<file path="src/rtl/nsa_pkg.sv">
// Shared types and constants for the nibble-serial adder.
package nsa_pkg;

  localparam int unsigned NIBBLE_W = 4;

  typedef enum logic [1:0] {
    IDLE = 2'd0,
    RUN  = 2'd1,
    DONE = 2'd2
  } nsa_state_e;

  // Index register width; a one-nibble counter still needs one bit.
  function automatic int unsigned idx_width(input int unsigned nibbles);
    return (nibbles > 1) ? $clog2(nibbles) : 1;
  endfunction

endpackage

</file>
<file path="src/rtl/adder_4b.sv">
// Combinational 4-bit ripple-carry adder; the single arithmetic unit of the serial adder.
module adder_4b
  import nsa_pkg::*;
(
  input  logic [NIBBLE_W-1:0] a,
  input  logic [NIBBLE_W-1:0] b,
  input  logic                cin,
  output logic [NIBBLE_W-1:0] sum,
  output logic                cout
);

  logic ripple_c;

  always_comb begin
    sum      = '0;
    ripple_c = cin;
    for (int unsigned i = 0; i < NIBBLE_W; i++) begin
      sum[i]   = a[i] ^ b[i] ^ ripple_c;
      ripple_c = (a[i] & b[i]) | (ripple_c & (a[i] ^ b[i]));
    end
    cout = ripple_c;
  end

endmodule

</file>
<file path="src/rtl/nibble_serial_adder.sv">
// WIDTH-bit adder that processes one nibble per cycle through a single adder_4b.
// Define NSA_SUB_EN to add the sub port (A + ~B + 1 when sub is set at capture).
module nibble_serial_adder
  import nsa_pkg::*;
#(
  parameter int unsigned WIDTH = 16
) (
  input  logic             clk,
  input  logic             rst_n,
  input  logic             in_valid,
  output logic             in_ready,
  input  logic [WIDTH-1:0] a,
  input  logic [WIDTH-1:0] b,
  input  logic             cin,
`ifdef NSA_SUB_EN
  input  logic             sub,
`endif
  output logic             out_valid,
  input  logic             out_ready,
  output logic [WIDTH-1:0] sum,
  output logic             cout
);

  localparam int unsigned NIBBLES = WIDTH / NIBBLE_W;
  localparam int unsigned IDX_W   = idx_width(NIBBLES);
  localparam logic [IDX_W-1:0] LAST_IDX = IDX_W'(NIBBLES - 1);

  nsa_state_e state_q, state_d;
  logic [IDX_W-1:0] idx_q, idx_d;
  logic             carry_q, carry_d;
  logic [WIDTH-1:0] a_q, a_d;
  logic [WIDTH-1:0] b_q, b_d;
  logic [WIDTH-1:0] sum_q, sum_d;
  logic             cout_q, cout_d;
  logic             out_valid_q, out_valid_d;
  logic             in_ready_q, in_ready_d;
`ifdef NSA_SUB_EN
  logic             sub_q, sub_d;
`endif

  logic [NIBBLE_W-1:0] add_a_c;
  logic [NIBBLE_W-1:0] add_b_c;
  logic [NIBBLE_W-1:0] add_sum_c;
  logic                add_cout_c;

  // Select the current operand nibbles; subtraction inverts B on the fly.
  always_comb begin
    add_a_c = '0;
    add_b_c = '0;
    for (int unsigned i = 0; i < NIBBLES; i++) begin
      if (idx_q == IDX_W'(i)) begin
        add_a_c = a_q[i*NIBBLE_W +: NIBBLE_W];
        add_b_c = b_q[i*NIBBLE_W +: NIBBLE_W];
      end
    end
`ifdef NSA_SUB_EN
    if (sub_q) begin
      add_b_c = ~add_b_c;
    end
`endif
  end

  adder_4b u_adder (
    .a    (add_a_c),
    .b    (add_b_c),
    .cin  (carry_q),
    .sum  (add_sum_c),
    .cout (add_cout_c)
  );

  // Next-state and datapath update.
  always_comb begin
    state_d = state_q;
    idx_d   = idx_q;
    carry_d = carry_q;
    a_d     = a_q;
    b_d     = b_q;
    sum_d   = sum_q;
    cout_d  = cout_q;
`ifdef NSA_SUB_EN
    sub_d   = sub_q;
`endif

    case (state_q)
      IDLE: begin
        if (in_valid && in_ready_q) begin
          a_d     = a;
          b_d     = b;
          idx_d   = '0;
          state_d = RUN;
`ifdef NSA_SUB_EN
          sub_d   = sub;
          carry_d = sub ? 1'b1 : cin;
`else
          carry_d = cin;
`endif
        end
      end
      RUN: begin
        for (int unsigned i = 0; i < NIBBLES; i++) begin
          if (idx_q == IDX_W'(i)) begin
            sum_d[i*NIBBLE_W +: NIBBLE_W] = add_sum_c;
          end
        end
        carry_d = add_cout_c;
        if (idx_q == LAST_IDX) begin
          idx_d   = '0;
          cout_d  = add_cout_c;
          state_d = DONE;
        end else begin
          idx_d = idx_q + IDX_W'(1);
        end
      end
      DONE: begin
        if (out_ready) begin
          state_d = IDLE;
        end
      end
      default: begin
        state_d = IDLE;
      end
    endcase

    out_valid_d = (state_d == DONE);
    in_ready_d  = (state_d == IDLE);
  end

  // in_ready resets low and rises on the first edge after release.
  always_ff @(posedge clk or negedge rst_n) begin
    if (!rst_n) begin
      state_q     <= IDLE;
      idx_q       <= '0;
      carry_q     <= 1'b0;
      a_q         <= '0;
      b_q         <= '0;
      sum_q       <= '0;
      cout_q      <= 1'b0;
      out_valid_q <= 1'b0;
      in_ready_q  <= 1'b0;
`ifdef NSA_SUB_EN
      sub_q       <= 1'b0;
`endif
    end else begin
      state_q     <= state_d;
      idx_q       <= idx_d;
      carry_q     <= carry_d;
      a_q         <= a_d;
      b_q         <= b_d;
      sum_q       <= sum_d;
      cout_q      <= cout_d;
      out_valid_q <= out_valid_d;
      in_ready_q  <= in_ready_d;
`ifdef NSA_SUB_EN
      sub_q       <= sub_d;
`endif
    end
  end

  assign in_ready  = in_ready_q;
  assign out_valid = out_valid_q;
  assign sum       = sum_q;
  assign cout      = cout_q;

endmodule

</file>
<file path="config.mk">
export PLATFORM = sky130hd
export DESIGN_NAME = nibble_serial_adder
export DESIGN_NICKNAME = d
export VERILOG_FILES = /design/src/rtl/nsa_pkg.sv /design/src/rtl/adder_4b.sv /design/src/rtl/nibble_serial_adder.sv
export SDC_FILE = /design/constraint.sdc
export NUM_CORES = 1
export LEC_CHECK = 0
export ABC_AREA = 1
export CAP_MARGIN = 5
export CORE_MARGIN = 2
export CORE_UTILIZATION = 50
export CTS_CLUSTER_SIZE = 8
export DETAILED_ROUTE_END_ITERATION = 10
export GPL_TIMING_DRIVEN = 0
export MAX_ROUTING_LAYER = met4
export PLACE_DENSITY_LB_ADDON = 0.15
export SLEW_MARGIN = 20
export SYNTH_ARGS = -nofsm -noshare
export SYNTH_HDL_FRONTEND = slang
export SYNTH_SLANG_ARGS = --single-unit
</file>
<file path="constraint.sdc">
create_clock -name clk -period 3.45 [get_ports clk]
set_input_delay 0.69 -clock clk [delete_from_list [all_inputs] [get_ports clk]]
set_output_delay 0.69 -clock clk [all_outputs]
set_load 0.01 [all_outputs]
</file>
==> out/results.ini <==
[drt]
wl_per_cell_um = 13.0
vias_per_cell = 5.00
drt_first_pass_iters = 4
drcViolationCount = 0
drt_wl_total_mm = 5.74
drt-initial-drc-count = 112
vias = 2208
ant_nets = 0

[sta]
fin_ws_ps = 162
tightest_slew_ps = 691
finalMaxSlewViolations = 0
maxSlewHeadroom_pct = 53.9
fin_crit_ps = 3290
whs_ps = 425
setup_viol = 0
fmax_ghz = 0.304
finalHoldViolations = 0
skew_ps = 7.63
tns_ps = 0
period_share_pct = 95.3

[cts]
clkTransAtPathRegs_ps = 100
cts.sinks = 56
clock_path_buffers = 2
clkLatencyLatePin_ps = 310
htreeDepth = 2
cts_buffers = 5
cts_root_buffer = clkbuf_8
cts_tree = done

[logic_synthesis]
synth-seq-cells = 56
syn_avg_cell_area_um2 = 8.54
synth_seq_area_share_pct = 53.6
ys.warnings.count = 0
synth_cell_types = 20
synthCells = 306
syn-num-nets = 351
syn_area_mm2 = 0.00261

[critical_path]
crit_slowest_cell = fa_1
cp.required_ps = 3690
arrival_ps = 3530
crit_top_cell = fa_1
crit_type = reg -> reg
cp.depth = 14
worst_setup_path_start_kind = flip-flop
critPathMaxFanout = 10
crit_family = adder cells
r2r_cells = 14
crit_chain = inv_1, ha_1, buf_4, clkinvlp_4, nor2_1, nor2_1, a21boi_2, fa_1, inv_1, fa_1, fa_1, fa_1, inv_1, o21ai_0
cp-end-kind = flip-flop
slowest_delay_ps = 490
path_buf_inv = 5

[pwr]
p_total_mw = 3.34
ir_drop_v = 0.000384
p_per_area_mw_per_mm2 = 982
p_leak_nw = 1.70

[die]
initial_core_util_pct = 51.5
die-height_um = 76.3
io_pins = 56
die_area_mm2 = 0.00582
die_w_um = 76.3
core_mm2 = 0.00507
num_rows = 26

[global_routing]
grt_pass1_vias = 2197
grt_pass1_wl_mm = 9.98
grt.overflow.total = 0
grt_usage_pct = 22.1
grt_max_degree = 57
antenna_found_initial = 0

[layout]
num_antenna_cells = 0
postLayoutCellArea_mm2 = 0.00340
n_fill_cell = 446
utilization_pct = 67.0
layout-drive-gt1-share_pct = 10.5
num-nets-final = 416
area_growth_pct = 30.1
final_cells = 442

[status]
run_status = finished, final reports clean

[placement]
dp_hpwl_mm = 4.27
place_ws_ps = 14.2
io_buffer_count = 55
place.gp.congestion = 0.845
place_area_mm2 = 0.00325
placed_cells = 431

[hold_path]
hold_class = in -> async

[run]
drv_cap = 0

==> worst paths after layout <==
check / startpoint / end / slack, ps
max in group asynchronous: rst_n / a_q[14] / 2580
hold reg to reg: a_q[13] / a_q[13] / 480
min in group clk: a_q[13] / a_q[13] / 480
setup reg to reg: idx_q[0] / sum[7] / 160
hold / removal: rst_n / out_valid / 420
setup / recovery: idx_q[0] / sum[7] / 160
==> cell usage in the layout, fill, tap and decap left out, drive strengths merged, types with 2 or more instances in the layout <==
| master | n |
|---|---|
| nand2 | 111 |
| dfrtp | 56 |
| clkdlybuf4s50 | 54 |
| nand3 | 38 |
| o21ai | 19 |
| buf | 19 |
| nor2 | 18 |
| inv | 18 |
| a21oi | 17 |
| clkbuf | 6 |
| fa | 4 |
| ha | 4 |
| o31ai | 2 |
==> cell usage after synthesis (all sizes together) <==
master,count,area [um2]
o21ai,19,110
or2,1,6.26
ha,4,50.1
nor2,18,67.6
nand3,38,190
inv,19,73.8
nor3,1,5.00
a21oi,17,85.1
dfrtp,56,1400
nand2,111,427
a21boi,1,7.51
fa,4,80.1
o31ai,2,15.0
buf,15,93.8
==> state kept, by name, summed over array words and instances (netlist names) <==
name / flops
idx_q: 2
carry_q: 1
cout: 1
out_valid: 1
b_q: 16
in_ready: 1
state_q: 2
a_q: 16
sum: 16
==> metal layers <==
layer	track usage (%)	share of wire [%]
met2	37.5	52
met5	-	0
met4	6.73	1.4
met3	3.67	3.8
met1	27.3	43
==> power breakdown <==
part	leakage (nW)	internal, mW	switching [mW]
Clock	0.0614	0.237	0.209
Sequential	0.696	0.959	0.165
Combinational	0.945	0.689	1.08
Total	1.70	1.89	1.45
==> timing repair <==
item / CTS / global route
gates resized for setup: 1 / 3
setup endpoints to repair: 1 / 4
setup buffers: 0 / 3
hold buffers: 0 / 0
pin swaps: 0 / 0
==> kinds of logic (layout without fill, tap and decap cells) <==
| family | after synthesis | after routing | synth area share, % |
|---|---|---|---|
| and+or+nand+nor | 169 | 169 | 26.6 |
| DFF | 56 | 56 | 53.6 |
| AOI/OAI and AO/OA | 39 | 39 | 8.33 |
| buffers and inverters | 34 | 100 | 6.42 |
| adders and majority gates | 8 | 8 | 4.98 |
==> area by class of cell <==
class	instances	area [um2]	share of cell area (%)
flip-flops and latches	56	1400	41.2
plain buffers	15	93.8	2.76
well taps	70	87.6	2.58
inverters	19	77.6	2.28
clock inverters	2	38.8	1.14
repair buffers	58	571	16.8
clock buffers	6	82.6	2.43
multi-input cells	216	1050	30.8
(Power assumes the default switching activity.)
